--- config.mk ---
export PLATFORM = sky130hd
export DESIGN_NAME = set_circle_counter
export DESIGN_NICKNAME = d
export VERILOG_FILES = /design/src/rtl/set_pkg.sv /design/src/rtl/set_in_circle.sv /design/src/rtl/set_circle_counter.sv
export SDC_FILE = /design/constraint.sdc
export NUM_CORES = 1
export LEC_CHECK = 0
export ABC_CLOCK_PERIOD_IN_PS = 13030
export BUFFER_PORTS_ARGS = -buffer_cell sky130_fd_sc_hd__clkbuf_2
export CORE_MARGIN = 2
export CORE_UTILIZATION = 30
export CTS_BUF_LIST = sky130_fd_sc_hd__clkbuf_16
export DETAILED_ROUTE_END_ITERATION = 8
export HOLD_SLACK_MARGIN = 0.02
export PLACE_DENSITY = 0.5
export REMOVE_ABC_BUFFERS = 1
export SKIP_CTS_REPAIR_TIMING = 1
export SLEW_MARGIN = 40
export SYNTH_ARGS = -nofsm -noshare
export SYNTH_HDL_FRONTEND = slang
export SYNTH_HIERARCHICAL = 1
export SYNTH_SLANG_ARGS = --single-unit
--- constraint.sdc ---
create_clock -name clk -period 13.03 [get_ports clk]
set_input_delay 2.606 -clock clk [delete_from_list [all_inputs] [get_ports clk]]
set_output_delay 2.606 -clock clk [all_outputs]
set_load 0.02 [all_outputs]
--- src/rtl/set_pkg.sv ---
// set_pkg: mode encodings, FSM states and operand field positions shared by set_circle_counter.
package set_pkg;
    localparam logic [1:0] MODE_A   = 2'b00;
    localparam logic [1:0] MODE_AND = 2'b01;
    localparam logic [1:0] MODE_XOR = 2'b10;
    localparam logic [1:0] MODE_TWO = 2'b11;

    typedef enum logic [1:0] {IDLE, SCAN, DONE} state_e;

    localparam int FW         = 4;
    localparam int CEN_X_MSB  = 23;
    localparam int CEN_Y_MSB  = 19;
    localparam int CEN_STRIDE = 8;
    localparam int RAD_MSB    = 11;
    localparam int RAD_STRIDE = 4;

    // hit[0]=A, hit[1]=B, hit[2]=C
    function automatic logic qualify(input logic [1:0] m, input logic [2:0] hit);
        return m == MODE_A   ? hit[0] :
               m == MODE_AND ? hit[0] & hit[1] :
               m == MODE_XOR ? hit[0] ^ hit[1] :
               (hit[0] & hit[1] & ~hit[2]) | (hit[0] & ~hit[1] & hit[2]) | (~hit[0] & hit[1] & hit[2]);
    endfunction
endpackage

--- src/rtl/set_in_circle.sv ---
// set_in_circle: combinational test of whether lattice point (x,y) lies inside or on a circle.
module set_in_circle (
    input  logic [3:0] x_i,
    input  logic [3:0] y_i,
    input  logic [3:0] xc_i,
    input  logic [3:0] yc_i,
    input  logic [3:0] r_i,
    output logic       inside_o
);
    logic signed [4:0] dx, dy;
    logic [3:0] ax, ay;
    logic [7:0] sx, sy, r2;
    assign dx = $signed({1'b0, x_i}) - $signed({1'b0, xc_i});
    assign dy = $signed({1'b0, y_i}) - $signed({1'b0, yc_i});
    // squaring the magnitude keeps the products unsigned and 8 bits wide
    assign ax = dx[4] ? 4'(-dx) : dx[3:0];
    assign ay = dy[4] ? 4'(-dy) : dy[3:0];
    assign sx = {4'b0, ax} * {4'b0, ax};
    assign sy = {4'b0, ay} * {4'b0, ay};
    assign r2 = {4'b0, r_i} * {4'b0, r_i};
    assign inside_o = ({1'b0, sx} + {1'b0, sy}) <= {1'b0, r2};
endmodule

--- src/rtl/set_circle_counter.sv ---
// set_circle_counter: scans a GRIDxGRID lattice and counts points meeting a three-circle set condition.
// Define SET_DUAL_POINT_EN to evaluate two adjacent points per clock (GRID must be even).
module set_circle_counter
    import set_pkg::*;
#(
    parameter int GRID = 8
) (
    input  logic        clk,
    input  logic        rst,
    input  logic        en,
    input  logic [23:0] central,
    input  logic [11:0] radius,
    input  logic [1:0]  mode,
    output logic        busy,
    output logic        valid,
    output logic [7:0]  candidate
);
    localparam logic [3:0] G = 4'(GRID);

    state_e      state_q;
    logic [3:0]  x_q, y_q;
    logic [7:0]  cnt_q, cand_q;
    logic [23:0] cen_q;
    logic [11:0] rad_q;
    logic [1:0]  mode_q;
    logic        busy_q, valid_q;
    logic [2:0]  hit0;
    logic [1:0]  inc_d;
    logic [3:0]  x_step_d;
    logic        row_end_d, last_d;

    for (genvar k = 0; k < 3; k++) begin : g_pt0
        set_in_circle u_pt0 (
            .x_i     (x_q),
            .y_i     (y_q),
            .xc_i    (cen_q[CEN_X_MSB - CEN_STRIDE*k -: FW]),
            .yc_i    (cen_q[CEN_Y_MSB - CEN_STRIDE*k -: FW]),
            .r_i     (rad_q[RAD_MSB - RAD_STRIDE*k -: FW]),
            .inside_o(hit0[k])
        );
    end

`ifdef SET_DUAL_POINT_EN
    logic [2:0] hit1;
    logic [3:0] x1;
    assign x1 = x_q + 4'd1;
    for (genvar k = 0; k < 3; k++) begin : g_pt1
        set_in_circle u_pt1 (
            .x_i     (x1),
            .y_i     (y_q),
            .xc_i    (cen_q[CEN_X_MSB - CEN_STRIDE*k -: FW]),
            .yc_i    (cen_q[CEN_Y_MSB - CEN_STRIDE*k -: FW]),
            .r_i     (rad_q[RAD_MSB - RAD_STRIDE*k -: FW]),
            .inside_o(hit1[k])
        );
    end
    assign inc_d     = {1'b0, qualify(mode_q, hit0)} + {1'b0, qualify(mode_q, hit1)};
    assign row_end_d = x1 == G;
    assign x_step_d  = 4'd2;
`else
    assign inc_d     = {1'b0, qualify(mode_q, hit0)};
    assign row_end_d = x_q == G;
    assign x_step_d  = 4'd1;
`endif
    assign last_d = row_end_d && y_q == G;

    always_ff @(posedge clk) begin
        if (!rst) begin
            state_q <= IDLE;
            busy_q  <= 1'b0;
            valid_q <= 1'b0;
            cand_q  <= 8'd0;
            cnt_q   <= 8'd0;
            x_q     <= 4'd1;
            y_q     <= 4'd1;
            cen_q   <= 24'd0;
            rad_q   <= 12'd0;
            mode_q  <= MODE_A;
        end else begin
            case (state_q)
                IDLE: if (en) begin
                    cen_q   <= central;
                    rad_q   <= radius;
                    mode_q  <= mode;
                    cnt_q   <= 8'd0;
                    x_q     <= 4'd1;
                    y_q     <= 4'd1;
                    busy_q  <= 1'b1;
                    state_q <= SCAN;
                end
                SCAN: begin
                    cnt_q <= cnt_q + {6'b0, inc_d};
                    if (last_d) state_q <= DONE;
                    x_q <= row_end_d ? 4'd1 : x_q + x_step_d;
                    y_q <= row_end_d ? y_q + 4'd1 : y_q;
                end
                DONE: if (!valid_q) begin
                    valid_q <= 1'b1;
                    cand_q  <= cnt_q;
                end else begin
                    valid_q <= 1'b0;
                    busy_q  <= 1'b0;
                    state_q <= IDLE;
                end
                default: state_q <= IDLE;
            endcase
        end
    end

    assign busy      = busy_q;
    assign valid     = valid_q;
    assign candidate = cand_q;
endmodule

==> flow_summary.ini, run 1 <==
[cts]
ctsRootBufferMaster = clkbuf_16
clkTransAtPathRegs_ns = 0.06
cts_buffer_depth = 2
cts_sinks = 66
cts_max_level = 3
clk_latency_ns = 0.34
numCtsBuffers = 9
cts_tree = done

[setup_path]
critPathMaxStageDelay_ns = 0.72
crit_fanout = 8
slowest_stage = a211oi_1
rr_worst_depth = 31
worst_ep_required_time_ns = 13.30
critPathArrivalTime_ns = 8.59
crit_family = adder cells
crit_type = flip-flop to flip-flop
cp-end-kind = flip-flop
path_buf_inv = 4
cp-start-kind = flip-flop
path_depth = 31

[yosys]
ys_types = 71
synth-seq-cells = 66
synth_mux_area_share_pct = 2.40
syn_avg_cell_area_um2 = 8.22
ys_warn_count = 6
synth_top_cell_area_share_pct = 19.9
netlist_instances = 943
synth_flop_cell = dfxtp_1
synth_top_area_cell = ha_1
syn_area_mm2 = 0.00775
synth_edf_count = 0
async_flop_share_pct = 0
synthTopCellsByArea = ha_1 20%, dfxtp_1 17%, fa_1 11%
synth_compound_area_share_pct = 17.3
ys_seq_area_share_pct = 17.0
synthSimpleGateAreaFrac_pct = 19.2
synth_adder_area_share_pct = 30.7
synth_top_family_by_area = adder cells
synthXorXnorAreaFrac_pct = 5.39

[placed_design]
dpl.hpwl_mm = 13.5
portBuffers = 50
dpl_cell_area_mm2 = 0.00832
gp_congestion = 0.804

[job]
max_cap_violations = 0

[floorplan]
die_w_um = 165
die-area_mm2 = 0.0271
rows = 58
floorplan.initialDensity_pct = 30.7
fp.dieH_um = 165
ios = 51
core-area_mm2 = 0.0253

[cells_and_area]
design_area_mm2 = 0.00860
layout_common_cells = 132 x inv_1, 123 x ha_1, 119 x nand2_1
nNetsFinal = 1190
final_common_cell = inv_1
area_growth_pct = 11.0
final_layout_size_suffix_gt1_share_pct = 9.20
utilization_pct = 34.1
antenna_cells = 0

[sta]
hold_violations = 0
setup_tns_ns = 0
period_share_pct = 63.9
tightest_slew_ns = 0.818
rsz0062_at_grt = false
max_freq_mhz = 120
finalClockSkew_ns = 0.00926
slew_headroom_pct = 45.1
slew_violations = 0
min_period_ns = 8.32
setup_viol = 0

[route]
drt-total-wl_mm = 16.7
via_count = 6198
drt_iter0_drc = 264
dr.pass1.iters = 4
drc = 0
drt-vias-per-instance = 4.70
antenna_left = 0
wl_per_cell_um = 12.7

[power_and_ir_drop]
p_sw_mw = 0.992
power_density_mw_per_mm2 = 237
seqPwrFrac_pct = 10.8
comb_power_share_pct = 77.5
peakVddDrop_mv = 0.150
internal_power_mw = 1.05
swShare_pct = 48.7
leakage_nw = 4.07
p_clk_share_pct = 11.6

[global_routing]
track_usage_pct = 13.3
grt_max_degree = 69
grt_pass1_vias = 6150
grt_first_pass_wirelength_mm = 29.3
grt_overflow_total = 0
antenna_found_initial = 0

[min_path]
holdCritPathClass = flip-flop to flip-flop
hold_depth = 2

[run_status]
outcome = complete, no violations
## cells by family after synthesis
group           count (synthesis)
simple gates                  301
compound gates                197
fa+ha+maj                     165
buf+inv                       155
flops                          66
xor+xnor                       41
mux                            18
## metal layers
metal | GRT usage, % | share of wire, % | vias to the layer above
met4 | 2.49 | 0.63 | 0
met1 | 18.6 | 52 | 2849
met2 | 21.6 | 44 | 71
met3 | 2.24 | 3.4 | 8
li1 | - | - | 3270
met5 | 0 | 0 | -
## metrics by stage
stage	instances	setup slack [ns]	total power [mW]	hold WS, ns
after global routing	1319	4.06	2.39	0.474
after floorplan	920	5.53	1.49	0.435
after global placement	1303	4.84	1.82	0.444
after CTS	1319	4.70	2.09	0.457
after detailed placement	1303	4.75	1.83	0.448
final	1319	4.71	2.04	0.454
## flip-flops by register name (all words and copies together) (netlist names)
signal,count
cen_q,24
y_q,4
cnt_q,8
state_q,2
busy,1
valid,1
rad_q,12
candidate,8
x_q,4
mode_q,2
## path summary, 6_finish.rpt
| path | startpoint | end | slack (ns) |
|---|---|---|---|
| worst min register to register | cen_q[19] | cen_q[19] | 0.45 |
| worst min-delay path | cen_q[19] | cen_q[19] | 0.45 |
| worst max register to register | x_q[0] | cnt_q[5] | 4.71 |
| worst max-delay path | x_q[0] | cnt_q[5] | 4.71 |
## synth_stat cells (6+ instances only)
library cell / number
buf_2: 7
and2_1: 12
or2_2: 6
o31ai_1: 9
nor3_1: 13
fa_1: 42
xnor2_1: 21
and3_1: 10
a21boi_0: 29
nand2_1: 119
clkbuf_1: 10
nor2_1: 49
inv_1: 132
a21boi_1: 20
o21ai_0: 24
a31oi_1: 7
xor2_1: 16
nand2b_1: 15
o21a_1: 7
mux2i_1: 16
dfxtp_1: 66
ha_1: 123
nand3_1: 11
nor2b_1: 26
a21oi_1: 47
nand3b_1: 9
a21o_1: 14
## tightest hold or removal path: cells and delay by family, from the launching register on
family	cells	cell delay (ns)
flops	1	0.31
simple gates	1	0.05
compound gates	1	0.05
## cell type report
| cell class | count | area, µm² |
|---|---|---|
| fill | 2713 | 16700 |
| timing repair buffer | 53 | 273 |
| tap | 330 | 413 |
| multi-input combinational | 722 | 5810 |
| clock buffer | 9 | 225 |
| clock inverter | 7 | 61.3 |
| inverter | 132 | 495 |
| sequential | 66 | 1320 |
## power groups by stage
stage	logic, mW	clock network [mW]	registers [mW]
floorplan	1.27	0	0.222
global placement	1.60	0	0.225
detailed placement	1.60	0	0.226
CTS	1.62	0.246	0.221
global route	1.92	0.254	0.223
finish	1.58	0.237	0.221
No activity file was read; power rests on OpenSTA's default activity.
==> run 2, diff against run 1 <==
Settings changed: ABC_CLOCK_PERIOD_IN_PS 13030 to 6800, PLACE_DENSITY 0.5 to 0.52.
Clock period 13.03 ns to 6.8 ns, I/O delays scaled along.
==> flow_summary.ini, run 2 (synthesis results as in run 1) <==
[floorplan]
fp.dieH_um = 165
ios = 51
core-area_mm2 = 0.0253
die_w_um = 165
die-area_mm2 = 0.0271
floorplan.initialDensity_pct = 30.7
rows = 58

[sta]
min_period_ns = 7.39
hold_slack_ns = 0.451
slew_headroom_pct = 55.2
hold_violations = 0
period_share_pct = 109
tightest_slew_ns = 0.671
rsz0062_at_grt = true
setup_ws_ns = -0.590
slew_violations = 0
setup_tns_ns = -2.57
finalClockSkew_ns = 0.0126
setup_viol = 7
max_freq_mhz = 135

[setup_path]
crit_type = flip-flop to flip-flop
cp-start-kind = flip-flop
crit_family = adder cells
cp-end-kind = flip-flop
critPathArrivalTime_ns = 7.68
crit_fanout = 5
slowest_stage = or4_1
worst_ep_required_time_ns = 7.09
path_buf_inv = 5
critPathMaxStageDelay_ns = 0.55

[power_and_ir_drop]
peakVddDrop_mv = 0.353
power_density_mw_per_mm2 = 539
fin_total_pwr_mw = 5.40
leakage_nw = 4.72

[global_routing]
grt_first_pass_wirelength_mm = 31.0
grt_pass1_vias = 6562
track_usage_pct = 14.2
antenna_found_initial = 0
grt_overflow_total = 0
grt_max_degree = 54

[cts]
clk_latency_ns = 0.35
numCtsBuffers = 9
cts_tree = done
clkTransAtPathRegs_ns = 0.07
cts_max_level = 3
cts_buffer_depth = 2
ctsRootBufferMaster = clkbuf_16
cts_sinks = 66

[cells_and_area]
antenna_cells = 0
reg_top3 = cen_q x24, rad_q x12
final_layout_size_suffix_gt1_share_pct = 27.1
final_cell_count_no_fill = 1450
nNetsFinal = 1321
area_growth_pct = 29.2
design_area_mm2 = 0.0100
utilization_pct = 39.7
final_common_cell = buf_4
regMostFlops = cen_q
largest_reg_flops = 24
layout_common_cells = 131 x buf_4, 126 x inv_1, 119 x nand2_1

[route]
antenna_left = 0
drt-vias-per-instance = 4.63
drt_iter0_drc = 281
drt-total-wl_mm = 18.6
wl_per_cell_um = 12.8
via_count = 6718
drc = 0
dr.pass1.iters = 4

[placed_design]
gp_congestion = 0.799
portBuffers = 50
dp_slack_ns = -0.907
dpl_cell_area_mm2 = 0.00925
dpl.hpwl_mm = 14.7
place_inst = 1427

[min_path]
holdCritPathClass = flip-flop to flip-flop

[run_status]
violations = setup timing
outcome = complete, but fails checks

[job]
max_cap_violations = 0
[run 2: cell types whose count changed in the layout (fill, tap and decap cells not counted), moves of 8 or more]
cell / change
nor2_1: -9
ha_4: +12
buf_4: +128
fa_1: -10
fa_2: +10
a21oi_1: -9
ha_1: -20
a21oi_2: +8
ha_2: +8
nor2_2: +8
[run 2: where the power goes]
group / total (mW) / internal [mW] / switching, mW
Clock: 0.462 / 0.253 / 0.209
Combinational: 4.52 / 2.26 / 2.25
Sequential: 0.422 / 0.404 / 0.0188
Total: 5.40 / 2.92 / 2.48
[run 2: worst register-to-register path, delay by kind of cell, from the launching register on]
family / cells / cell delay (ns)
buffers and inverters: 5 / 0.45
and+or+nand+nor: 7 / 1.38
DFF: 1 / 0.34
xor gates and xnor gates: 2 / 0.32
adders and majority gates: 12 / 3.89
AOI/OAI and AO/OA: 7 / 0.94
[run 2: area by class of cell]
| cell class | instances | area [µm²] |
|---|---|---|
| Fill cell | 2654 | 15200 |
| Multi-Input combinational cell | 722 | 6230 |
| Sequential cell | 66 | 1330 |
| Timing Repair Buffer | 184 | 1270 |
| Inverter | 132 | 498 |
| Tap cell | 330 | 413 |
| Clock buffer | 9 | 225 |
| Clock inverter | 7 | 58.8 |
[run 2: routing by layer]
| metal | GRT usage (%) | up-vias | part of all wire, % |
|---|---|---|---|
| met4 | 2.85 | 0 | 1.0 |
| li1 | - | 3535 | - |
| met5 | 0 | - | 0 |
| met2 | 24.1 | 51 | 47 |
| met3 | 2.03 | 16 | 2.3 |
| met1 | 19.3 | 3116 | 49 |
[run 2: worst paths after layout]
check             startpoint         to  slack (ns)  cells past startpoint
hold / removal     cen_q[14]  cen_q[14]        0.45                      2
setup reg to reg      x_q[0]   cnt_q[5]       -0.59                     33
hold reg to reg    cen_q[14]  cen_q[14]        0.45                      2
setup / recovery      x_q[0]   cnt_q[5]       -0.59                     33
